==> src/rtl/sum_latch_uart_core.sv <==
// Operand latch bank with registered sum and a byte-serial UART transmitter.
// Strobes and the transmit request come from pins and are synchronised here.
module sum_latch_uart_core #(
  parameter int unsigned DATA_W       = 4,
  parameter int unsigned NUM_OPS      = 2,
  parameter int unsigned CLKS_PER_BIT = 16,
  parameter int unsigned PARITY_EN    = 0,
  localparam int unsigned SUM_W       = DATA_W + $clog2(NUM_OPS)
) (
  input  logic               clk,
  input  logic               reset_n,
  input  logic [DATA_W-1:0]  data_input,
  input  logic [NUM_OPS-1:0] save_n,
  input  logic               uart_tx_en,
  output logic [SUM_W-1:0]   sum_out,
  output logic               uartbusy,
  output logic               uart_txd
);

  localparam int unsigned NUM_BYTES = (SUM_W + 7) / 8;
  localparam int unsigned SNAP_W    = NUM_BYTES * 8;
  localparam int unsigned BAUD_W    = $clog2(CLKS_PER_BIT);
  localparam int unsigned BYTE_W    = (NUM_BYTES > 1) ? $clog2(NUM_BYTES) : 1;

  typedef enum logic [2:0] {
    S_IDLE,
    S_START,
    S_DATA,
    S_PARITY,
    S_STOP
  } tx_state_e;

  logic [NUM_OPS-1:0] save_s1_q, save_s1_d;
  logic [NUM_OPS-1:0] save_s2_q, save_s2_d;
  logic [NUM_OPS-1:0] save_s3_q, save_s3_d;
  logic               tx_s1_q, tx_s1_d;
  logic               tx_s2_q, tx_s2_d;
  logic               tx_s3_q, tx_s3_d;
  logic [NUM_OPS-1:0] save_fall_c;
  logic               tx_req_c;

  logic [DATA_W-1:0]  op_q [NUM_OPS];
  logic [DATA_W-1:0]  op_d [NUM_OPS];
  logic [SUM_W-1:0]   sum_q, sum_d;

  tx_state_e          state_q, state_d;
  logic [BAUD_W-1:0]  baud_q, baud_d;
  logic [2:0]         bit_q, bit_d;
  logic [BYTE_W-1:0]  byte_q, byte_d;
  logic [SNAP_W-1:0]  snap_q, snap_d;
  logic               txd_q, txd_d;
  logic               busy_q, busy_d;
  logic               baud_end_c;
  logic [7:0]         cur_byte_c;

  // Two-flop synchronisers plus a third stage for edge detection
  always_comb begin
    save_s1_d   = save_n;
    save_s2_d   = save_s1_q;
    save_s3_d   = save_s2_q;
    tx_s1_d     = uart_tx_en;
    tx_s2_d     = tx_s1_q;
    tx_s3_d     = tx_s2_q;
    save_fall_c = save_s3_q & ~save_s2_q;
    tx_req_c    = tx_s2_q & ~tx_s3_q;
  end

  // Operand loads and full-width sum
  always_comb begin
    sum_d = '0;
    for (int i = 0; i < int'(NUM_OPS); i++) begin
      op_d[i] = save_fall_c[i] ? data_input : op_q[i];
      sum_d   = sum_d + SUM_W'(op_q[i]);
    end
  end

  always_comb begin
    baud_end_c = (baud_q == BAUD_W'(CLKS_PER_BIT - 1));
    cur_byte_c = 8'(snap_q >> {byte_q, 3'b000});
  end

  // Transmit FSM: next state, counters and registered line/busy values
  always_comb begin
    state_d = state_q;
    baud_d  = baud_q + 1'b1;
    bit_d   = bit_q;
    byte_d  = byte_q;
    snap_d  = snap_q;
    txd_d   = txd_q;
    busy_d  = busy_q;
    unique case (state_q)
      S_IDLE: begin
        baud_d = '0;
        txd_d  = 1'b1;
        busy_d = 1'b0;
        if (tx_req_c) begin
          state_d = S_START;
          snap_d  = SNAP_W'(sum_q);
          byte_d  = '0;
          txd_d   = 1'b0;
          busy_d  = 1'b1;
        end
      end
      S_START: begin
        if (baud_end_c) begin
          baud_d  = '0;
          bit_d   = '0;
          state_d = S_DATA;
          txd_d   = cur_byte_c[0];
        end
      end
      S_DATA: begin
        if (baud_end_c) begin
          baud_d = '0;
          if (bit_q == 3'd7) begin
            if (PARITY_EN != 0) begin
              state_d = S_PARITY;
              txd_d   = ^cur_byte_c;
            end else begin
              state_d = S_STOP;
              txd_d   = 1'b1;
            end
          end else begin
            bit_d = bit_q + 3'd1;
            txd_d = cur_byte_c[bit_q + 3'd1];
          end
        end
      end
      S_PARITY: begin
        if (baud_end_c) begin
          baud_d  = '0;
          state_d = S_STOP;
          txd_d   = 1'b1;
        end
      end
      S_STOP: begin
        if (baud_end_c) begin
          baud_d = '0;
          if (byte_q == BYTE_W'(NUM_BYTES - 1)) begin
            state_d = S_IDLE;
            busy_d  = 1'b0;
            txd_d   = 1'b1;
          end else begin
            byte_d  = byte_q + 1'b1;
            state_d = S_START;
            txd_d   = 1'b0;
          end
        end
      end
      default: begin
        state_d = S_IDLE;
        txd_d   = 1'b1;
        busy_d  = 1'b0;
      end
    endcase
  end

  always_ff @(posedge clk or negedge reset_n) begin
    if (!reset_n) begin
      save_s1_q <= '1;
      save_s2_q <= '1;
      save_s3_q <= '1;
      tx_s1_q   <= 1'b0;
      tx_s2_q   <= 1'b0;
      tx_s3_q   <= 1'b0;
      for (int i = 0; i < int'(NUM_OPS); i++) op_q[i] <= '0;
      sum_q     <= '0;
      state_q   <= S_IDLE;
      baud_q    <= '0;
      bit_q     <= '0;
      byte_q    <= '0;
      snap_q    <= '0;
      txd_q     <= 1'b1;
      busy_q    <= 1'b0;
    end else begin
      save_s1_q <= save_s1_d;
      save_s2_q <= save_s2_d;
      save_s3_q <= save_s3_d;
      tx_s1_q   <= tx_s1_d;
      tx_s2_q   <= tx_s2_d;
      tx_s3_q   <= tx_s3_d;
      for (int i = 0; i < int'(NUM_OPS); i++) op_q[i] <= op_d[i];
      sum_q     <= sum_d;
      state_q   <= state_d;
      baud_q    <= baud_d;
      bit_q     <= bit_d;
      byte_q    <= byte_d;
      snap_q    <= snap_d;
      txd_q     <= txd_d;
      busy_q    <= busy_d;
    end
  end

  assign sum_out  = sum_q;
  assign uartbusy = busy_q;
  assign uart_txd = txd_q;

endmodule

==> config.mk <==
export PLATFORM = sky130hd
export DESIGN_NAME = sum_latch_uart_core
export DESIGN_NICKNAME = d
export VERILOG_FILES = /design/src/rtl/sum_latch_uart_core.sv
export SDC_FILE = /design/constraint.sdc
export NUM_CORES = 1
export LEC_CHECK = 0
export ABC_AREA = 1
export CORE_ASPECT_RATIO = 2
export CORE_MARGIN = 4
export CORE_UTILIZATION = 40
export DETAILED_ROUTE_END_ITERATION = 8
export DONT_BUFFER_PORTS = 1
export PLACE_DENSITY = 0.66
export RECOVER_POWER = 25
export SLEW_MARGIN = 20
export SYNTH_ARGS = -nofsm -noshare
export SYNTH_HDL_FRONTEND = slang
export SYNTH_SLANG_ARGS = --single-unit
==> constraint.sdc <==
create_clock -name clk -period 1.34 [get_ports clk]
set_input_delay 0.268 -clock clk [delete_from_list [all_inputs] [get_ports clk]]
set_output_delay 0.268 -clock clk [all_outputs]
set_load 0.05 [all_outputs]
Word-level counts from Yosys, hierarchy flattened
Cells that the tools add are included.
Operators by class
  multiply operators: 0
  bitwise gates (word level): 5
  $add $sub $neg: 4
  divide/modulo/power cells: 0
  eq/ne operators: 14
  mux-type cells: 32
  shift operators: 1
  reductions and logical operators: 11
  $lt $le $gt $ge: 1
Operators with widths (count)
  2-to-1 mux 3 bit: 9
  inequality test 2 bit, second input constant: 8
  2-to-1 mux 1 bit: 15
  case mux 3 bit (5 select lines): 1
  case mux 4 bit (2 select lines): 1
  AND reduction 4 bit: 2
  >> shifter 5 x 4 -> 8 bit: 1
  == test 3 x 2 -> 1 bit, second input constant: 2
  == test 3 bit, second input constant: 2
  case mux 3 bit (2 select lines): 1
  AND reduction 3 bit: 2
  AND reduction 6 bit: 1
  adder 4 x 4 -> 5 bit: 1
  case mux 1 bit (5 select lines): 1
  adder 4 x 1 -> 4 bit, second input constant: 1
  == test 4 bit, second input constant: 1
  < comparator 3 x 4 -> 1 bit, second input constant: 1
  2-to-1 mux 4 bit: 1
  nonzero test 2 bit: 2
  OR reduction 4 bit: 1
  adder 3 x 1 -> 3 bit, second input constant: 1
  binary-select mux 1 bit (select 3 bit): 1
  == test 3 x 1 -> 1 bit, second input constant: 1
  zero test 3 bit: 1
  9 further kinds: 10
Storage, ports and cells
  memory bits (read-only): 0
  latch bits: 0
  register bits: 40
  output and inout port bits: 7
  bits of input ports: 9
  bits in writable memories: 0
  memories: 0

Depth between registers and ports, before layout
Gate-level depths: netlist of run 1.
  depth after elaboration: 6
  mapped depth: 8

Worst setup path after synthesis of run 1
No wires, ideal clock.
  path type: register -> register
  from: register bit_q[0]
  to: register bit_q[0]
  data required time: 1216 ps
  stages on the path, launching flop included: 9
  setup slack: 53 ps
  data arrival time: 1162 ps
  library setup time: 124 ps
  path through: dfrtp_1 ha_1 ha_1 inv_1 nand2_2 nand2_2 nand2_1 nand2_1 o21ai_1
On the way
  word-level cells in the longest chain between the ends: 4
  elaborated cells on any way between the ends: 7
  those cells by class: add/sub (1); eq/ne (2); mux (3); reduce/logical (1)
RTL lines
  start: declaration: RTL line 48  | logic [2:0] bit_q, bit_d;
  start signal: assignment: RTL line 186  | bit_q <= bit_d;
  adder 3 x 1 -> 3 bit: RTL line 124  | bit_d = bit_q + 3'd1;
  2-to-1 mux 3 bit: RTL line 115  | if (bit_q == 3'd7) begin
  2-to-1 mux 3 bit: RTL line 113  | if (baud_end_c) begin
  case mux 3 bit (2 select lines): RTL line 91  | unique case (state_q)
Parallel ways exist; a longest one is shown, timed or not. The select of a mux whose other input is x is not followed.
A chain may end at the register's enable or synchronous reset.

Final worst setup path of run 1
  from: register bit_q[1]
  to: register bit_q[2]
The elaborated chain is that of the path after synthesis.

==> results of run 1 <==
power groups by stage:
stage	clock network (µW)	registers, µW	logic (µW)
CTS	841	1930	1200
finish	806	1920	1200
floorplan	0	1950	867
detailed placement	0	1950	1150
global placement	0	1940	1130
global route	875	1970	1360
layer usage:
metal  wire [µm]  vias to the layer above  track usage
met3         118                        6       0.0341
met4          79                        0       0.0691
met1        1100                      543        0.138
met5           0                        -            0
met2        1560                       19        0.227
li1            -                      563            -
Yosys cell counts (3+ instances only):
cell type | count | share of area
nor2_1 | 8 | 0.018
nand2_2 | 6 | 0.022
nand2_1 | 27 | 0.059
a21oi_1 | 4 | 0.012
inv_2 | 3 | 0.0066
o21ai_0 | 13 | 0.038
ha_1 | 7 | 0.051
dfrtp_1 | 32 | 0.47
nor2_2 | 6 | 0.022
a21oi_2 | 4 | 0.020
o21ai_1 | 4 | 0.012
dfstp_2 | 7 | 0.11
nand3_1 | 6 | 0.018
inv_1 | 24 | 0.053
how the worst min path moves through the flow:
stage	endpoint	slack (ps)
after CTS	tx_s1_q	0.4
final	op_q[3]	140
after floorplan	baud_q[0]	-30
after global placement	state_q[1]	-30
after detailed placement	state_q[0]	-30
after global routing	op_q[6]	150
registers in the layout (all words and copies together) (netlist names):
register   count
tx_s2_q        1
save_s1_q      2
uart_txd       1
save_s3_q      2
op_q           8
bit_q          3
tx_s1_q        1
baud_q         4
state_q        3
uartbusy       1
tx_s3_q        1
snap_q         5
sum_out        5
save_s2_q      2
stage by stage:
step | instances | hold WS (ps) | setup TNS (ps)
3_5_place_dp | 224 | -26.4 | -100
3_3_place_gp | 224 | -26.5 | -46.2
2_1_floorplan | 167 | -27.6 | 0
5_1_grt | 237 | 153 | 0
4_1_cts | 236 | 0.363 | 0
6_report | 237 | 142 | 0
cell type report:
| class | count | area share |
|---|---|---|
| repair buffers | 11 | 0.0464 |
| well taps | 52 | 0.0326 |
| flip-flops and latches | 39 | 0.493 |
| clock buffers | 7 | 0.0432 |
| inverters | 27 | 0.0508 |
| multi-input cells | 100 | 0.331 |
| clock inverters | 1 | 0.00251 |
worst max-delay path, cell delays in order (launching register included):
cell,delay [ps]
dfrtp_1,410
ha_4,180
ha_4,150
inv_1,60
nand2_2,80
nand2_2,80
nand2_2,70
nand2_1,60
o21ai_1,60
logic make-up after synthesis:
group	Yosys count	share of synthesized area
fa+ha+maj	8	0.0628
xor+xnor	3	0.0153
simple gates	60	0.179
mux	1	0.00876
buf+inv	28	0.0657
flops	39	0.574
compound gates	28	0.0942
repair_timing:
| item | in CTS | in global routing |
|---|---|---|
| endpoints found under the setup margin | 6 | 8 |
| hold buffers | 4 | 1 |
| resized for setup | 4 | 6 |
| gates cloned | 0 | 0 |
| endpoints found under the hold margin | 41 | 1 |
==> impl_metrics.tcl, run 1 <==
set metrics [dict create \
    grt_setup_unrepaired "false" \
    netlist_instances 167 \
    synth_seq_cells 39 \
    min-delay-start "data_input[3]" \
    start_util 0.415 \
    clock_latency_ps 290 \
    vias 1131 \
    fill_cells 394 \
    p_total_uw 3930 \
    peakVddDrop_v 0.000912 \
    grt_pass1_vias 1231 \
    fp.coreArea_um2 4130 \
    p_int_uw 2380 \
    hpwl_mm 2.16 \
    clockPowerShare 0.205 \
    grt_pass1_wl_mm 5.23 \
    dp_slack_ps -36.0 \
    finalMaxSlewViolations 0 \
    setup_slack_ps 72.2 \
    worst_pin_slew_ps 516 \
    r2r_end "bit_q[2]" \
    grt_overflow 0 \
    synth_edf_count 0 \
    critPathLaunchType "flop" \
    crit_start "bit_q[1]" \
    final_cell_mix "dfrtp_1, nand2_1, inv_1" \
    post_cts_buffers 0 \
    syn_area_um2 1710 \
    reg2reg_from "bit_q[1]" \
    port_buffers 0 \
    dpl-instance-area_um2 1810 \
    gp_congestion 0.816 \
    multi_input_area_um2 662 \
    fin_crit_sh 0.946 \
    firstDrtPassIters 4 \
    syn-num-nets 184 \
    ys_seq_area_frac 0.574 \
    leakagePower_uw 0.000956 \
    antenna_found_initial 0 \
    path_class "flop to flop" \
    fp.dieH_um 101 \
    htree_levels 2 \
    p_per_area_nw_per_um2 1970 \
    hp-class "primary input to flop" \
    endpoint "bit_q[2]" \
    fmax_mhz 789 \
    syn_avg_cell_area_um2 10.3 \
    critPathRequiredTime_ps 1520 \
    async_flop_share 1.00 \
    arrival_ps 1450 \
    final_common_cell "dfrtp_1" \
    final-seq-area_um2 985 \
    rrSetupSlack_ps 70 \
    status "finished, final reports clean" \
    syn_to_final_growth_pct 16.5 \
    cts.clk_slew.worst_paths_ps 80 \
    hold_violations 0 \
    p_sw_uw 1540 \
    finalSetupViolCount 0 \
    clock_sinks 39 \
    synth_ff_type "dfrtp_1" \
    hold_depth 2 \
    period_minus_slack_ps 1270 \
    cts_tree "built" \
    synth_cell_types 28 \
    pwr-share-comb 0.305 \
    die_w_um 54.3 \
    wl_mm 2.86 \
    cp-end-kind "flop" \
    diodes 0 \
    vias_per_cell 4.77 \
    reg2reg_depth 8 \
    remaining_drc_errors 0 \
    track_usage 0.132 \
    p_seq_frac 0.490 \
    cts_root_buffer "clkbuf_8" \
    yosys_warnings 0 \
    layout.nets 201 \
    layout-drive-gt1-share 0.281 \
    clockBufferDepth 2 \
    p_sw_frac 0.393 \
    rows 33 \
    max_cap_viol_count 0 \
    finish.utilization 0.484 \
    grt_max_degree 40 \
    wl_per_cell_um 12.1 \
    fin_worst_skew_ps 13.4 \
    relSlewSlack 0.656 \
    crit_fanout 3 \
    final_area_um2 2000 \
    pin_count 16 \
    initialDrtViolationCount 6 \
    die-area_um2 5460 \
    antenna_left 0 \
    cts_buffers 5 \
]
No activity file was read; power rests on OpenSTA's default activity.
==> run 2: changes to the inputs <==
- SETUP_SLACK_MARGIN: unset -> 0.2
- clock period: 1.34 -> 1.15 ns (I/O delays scaled with it)
==> run 2 against run 1 <==
Net effect: largest power group is now combinational logic; the run now ends with negative hold slack, negative setup slack left; largest cell class unchanged; via count grew 13%; power grew 47%; global-route usage grew 2.5 points.
==> impl_metrics.tcl, run 2 (same netlist as run 1, synthesis figures left out) <==
set metrics [dict create \
    wl_per_cell_um 14.2 \
    layout-drive-gt1-share 0.583 \
    cts_buffers 5 \
    remaining_drc_errors 0 \
    regMostFlops "op_q" \
    port_buffers 0 \
    layout.nets 227 \
    gp_congestion 0.785 \
    hold_ws_ps -364 \
    fin_worst_skew_ps 9.75 \
    diodes 0 \
    cp-end-kind "flop" \
    firstDrtPassIters 4 \
    final_common_cell "dfrtp_1" \
    fin_tns_setup_ps -1030 \
    cts_root_buffer "clkbuf_8" \
    violations "negative hold slack, negative setup slack" \
    grt_overflow 0 \
    p_int_uw 3500 \
    clock_latency_ps 280 \
    syn_to_final_growth_pct 45.7 \
    htree_levels 2 \
    path_class "flop to flop" \
    antenna_found_initial 0 \
    rows 33 \
    cts_tree "built" \
    finalSetupViolCount 15 \
    start_util 0.415 \
    met1_length_mm 1.23 \
    pwr-share-comb 0.474 \
    fp.coreArea_um2 4130 \
    leakagePower_uw 0.00116 \
    crit_fanout 6 \
    clock_sinks 39 \
    p_sw_uw 2280 \
    grt_max_degree 40 \
    reg2reg_from "state_q[1]" \
    clockPowerShare 0.160 \
    cts.clk_slew.worst_paths_ps 80 \
    met3_length_um 132 \
    r2r_end "uart_txd" \
    initialDrtViolationCount 16 \
    fin_crit_sh 1.14 \
    fmax_mhz 762 \
    arrival_ps 1520 \
    hold_violations 39 \
    period_minus_slack_ps 1310 \
    p_seq_frac 0.366 \
    rrSetupSlack_ps -160 \
    setup_slack_ps -162 \
    vias_per_cell 4.87 \
    grt_pass1_wl_mm 6.32 \
    p_sw_frac 0.394 \
    pin_count 16 \
    p_total_uw 5790 \
    wl_met2_mm 2.33 \
    critPathLaunchType "flop" \
    worst_pin_slew_ps 284 \
    largest_register_ffs 8 \
    clockBufferDepth 2 \
    routed.top_layer "met4" \
    wl_mm 3.73 \
    finalMaxSlewViolations 0 \
    track_usage 0.157 \
    fp.dieH_um 101 \
    hpwl_mm 2.41 \
    grt_pass1_vias 1505 \
    vias 1281 \
    final_cell_mix "dfrtp_1, buf_4, inv_1" \
    p_per_area_nw_per_um2 2320 \
    antenna_left 0 \
    peakVddDrop_v 0.00129 \
    max_cap_viol_count 0 \
    status "finished with violations" \
    relSlewSlack 0.810 \
    ctsHoldBuffers 3 \
    die-area_um2 5460 \
    hp-class "primary input to asynchronous set/reset pin" \
    die_w_um 54.3 \
    critPathRequiredTime_ps 1350 \
    grt_setup_unrepaired "true" \
    reg2reg_depth 5 \
]
run 2: cell types whose count changed in the layout (fill, tap and decap cells not counted), sizes merged:
cell         delta
dlygate4sd3     -1
buf            +27
run 2: cell type report:
class,instances,area [µm²]
clock inverters,1,5.00
repair buffers,37,367
well taps,52,65.1
fillers,338,1630
inverters,27,109
clock buffers,7,86.3
flip-flops and latches,39,988
multi-input cells,100,877
run 2: critical path, stage by stage, from the launching register on:
cell     delay, ps
dfrtp_2        440
buf_12         150
o21ai_0        200
nand2_1         80
nor3_1         270
a21oi_2         90
run 2: per-layer routing:
layer  up-vias  track usage
met1       641        0.147
met3         4       0.0400
met4         0       0.0557
li1        615            -
met5         -            0
met2        21        0.301
run 2: worst max-delay path by stage:
stage               startpoint  slack [ps]  cells after the start          to
finish              state_q[1]        -160                      5    uart_txd
detailed placement    bit_q[1]        -150                      8    uart_txd
global placement       op_q[0]         -70                      4  sum_out[1]
CTS                   bit_q[0]        -100                      7    bit_q[0]
global route          bit_q[1]        -190                      8    uart_txd
floorplan             bit_q[0]         -50                      8    uart_txd
run 2: metrics by stage:
step | hold WS, ps | std cells | setup slack, ps | instance area [µm²] | utilization
after floorplan | -65.6 | 167 | -53.6 | 1800 | -
after global placement | -64.7 | 235 | -68.6 | 2020 | 0.488
after detailed placement | -64.5 | 235 | -146 | 2020 | 0.488
after CTS | -377 | 257 | -103 | 2350 | 0.569
after global routing | -387 | 263 | -192 | 2500 | 0.605
final | -364 | 263 | -162 | 2500 | 0.605
run 2: power by group through the flow:
stage	combinational, µW	sequential, µW	clock, µW
2_1_floorplan	1110	2320	0
3_3_place_gp	1930	2080	0
3_5_place_dp	1990	2100	0
4_1_cts	2410	2100	968
5_1_grt	2960	2160	1030
6_report	2740	2120	928
run 2: repair_timing:
item                                    in CTS  in global routing
endpoints found under the setup margin      36                 36
setup buffers                               11                  5
gates cloned                                 0                  1
endpoints found under the hold margin       42                 39
resized for setup                           32                 33
pin swaps                                   10                 17
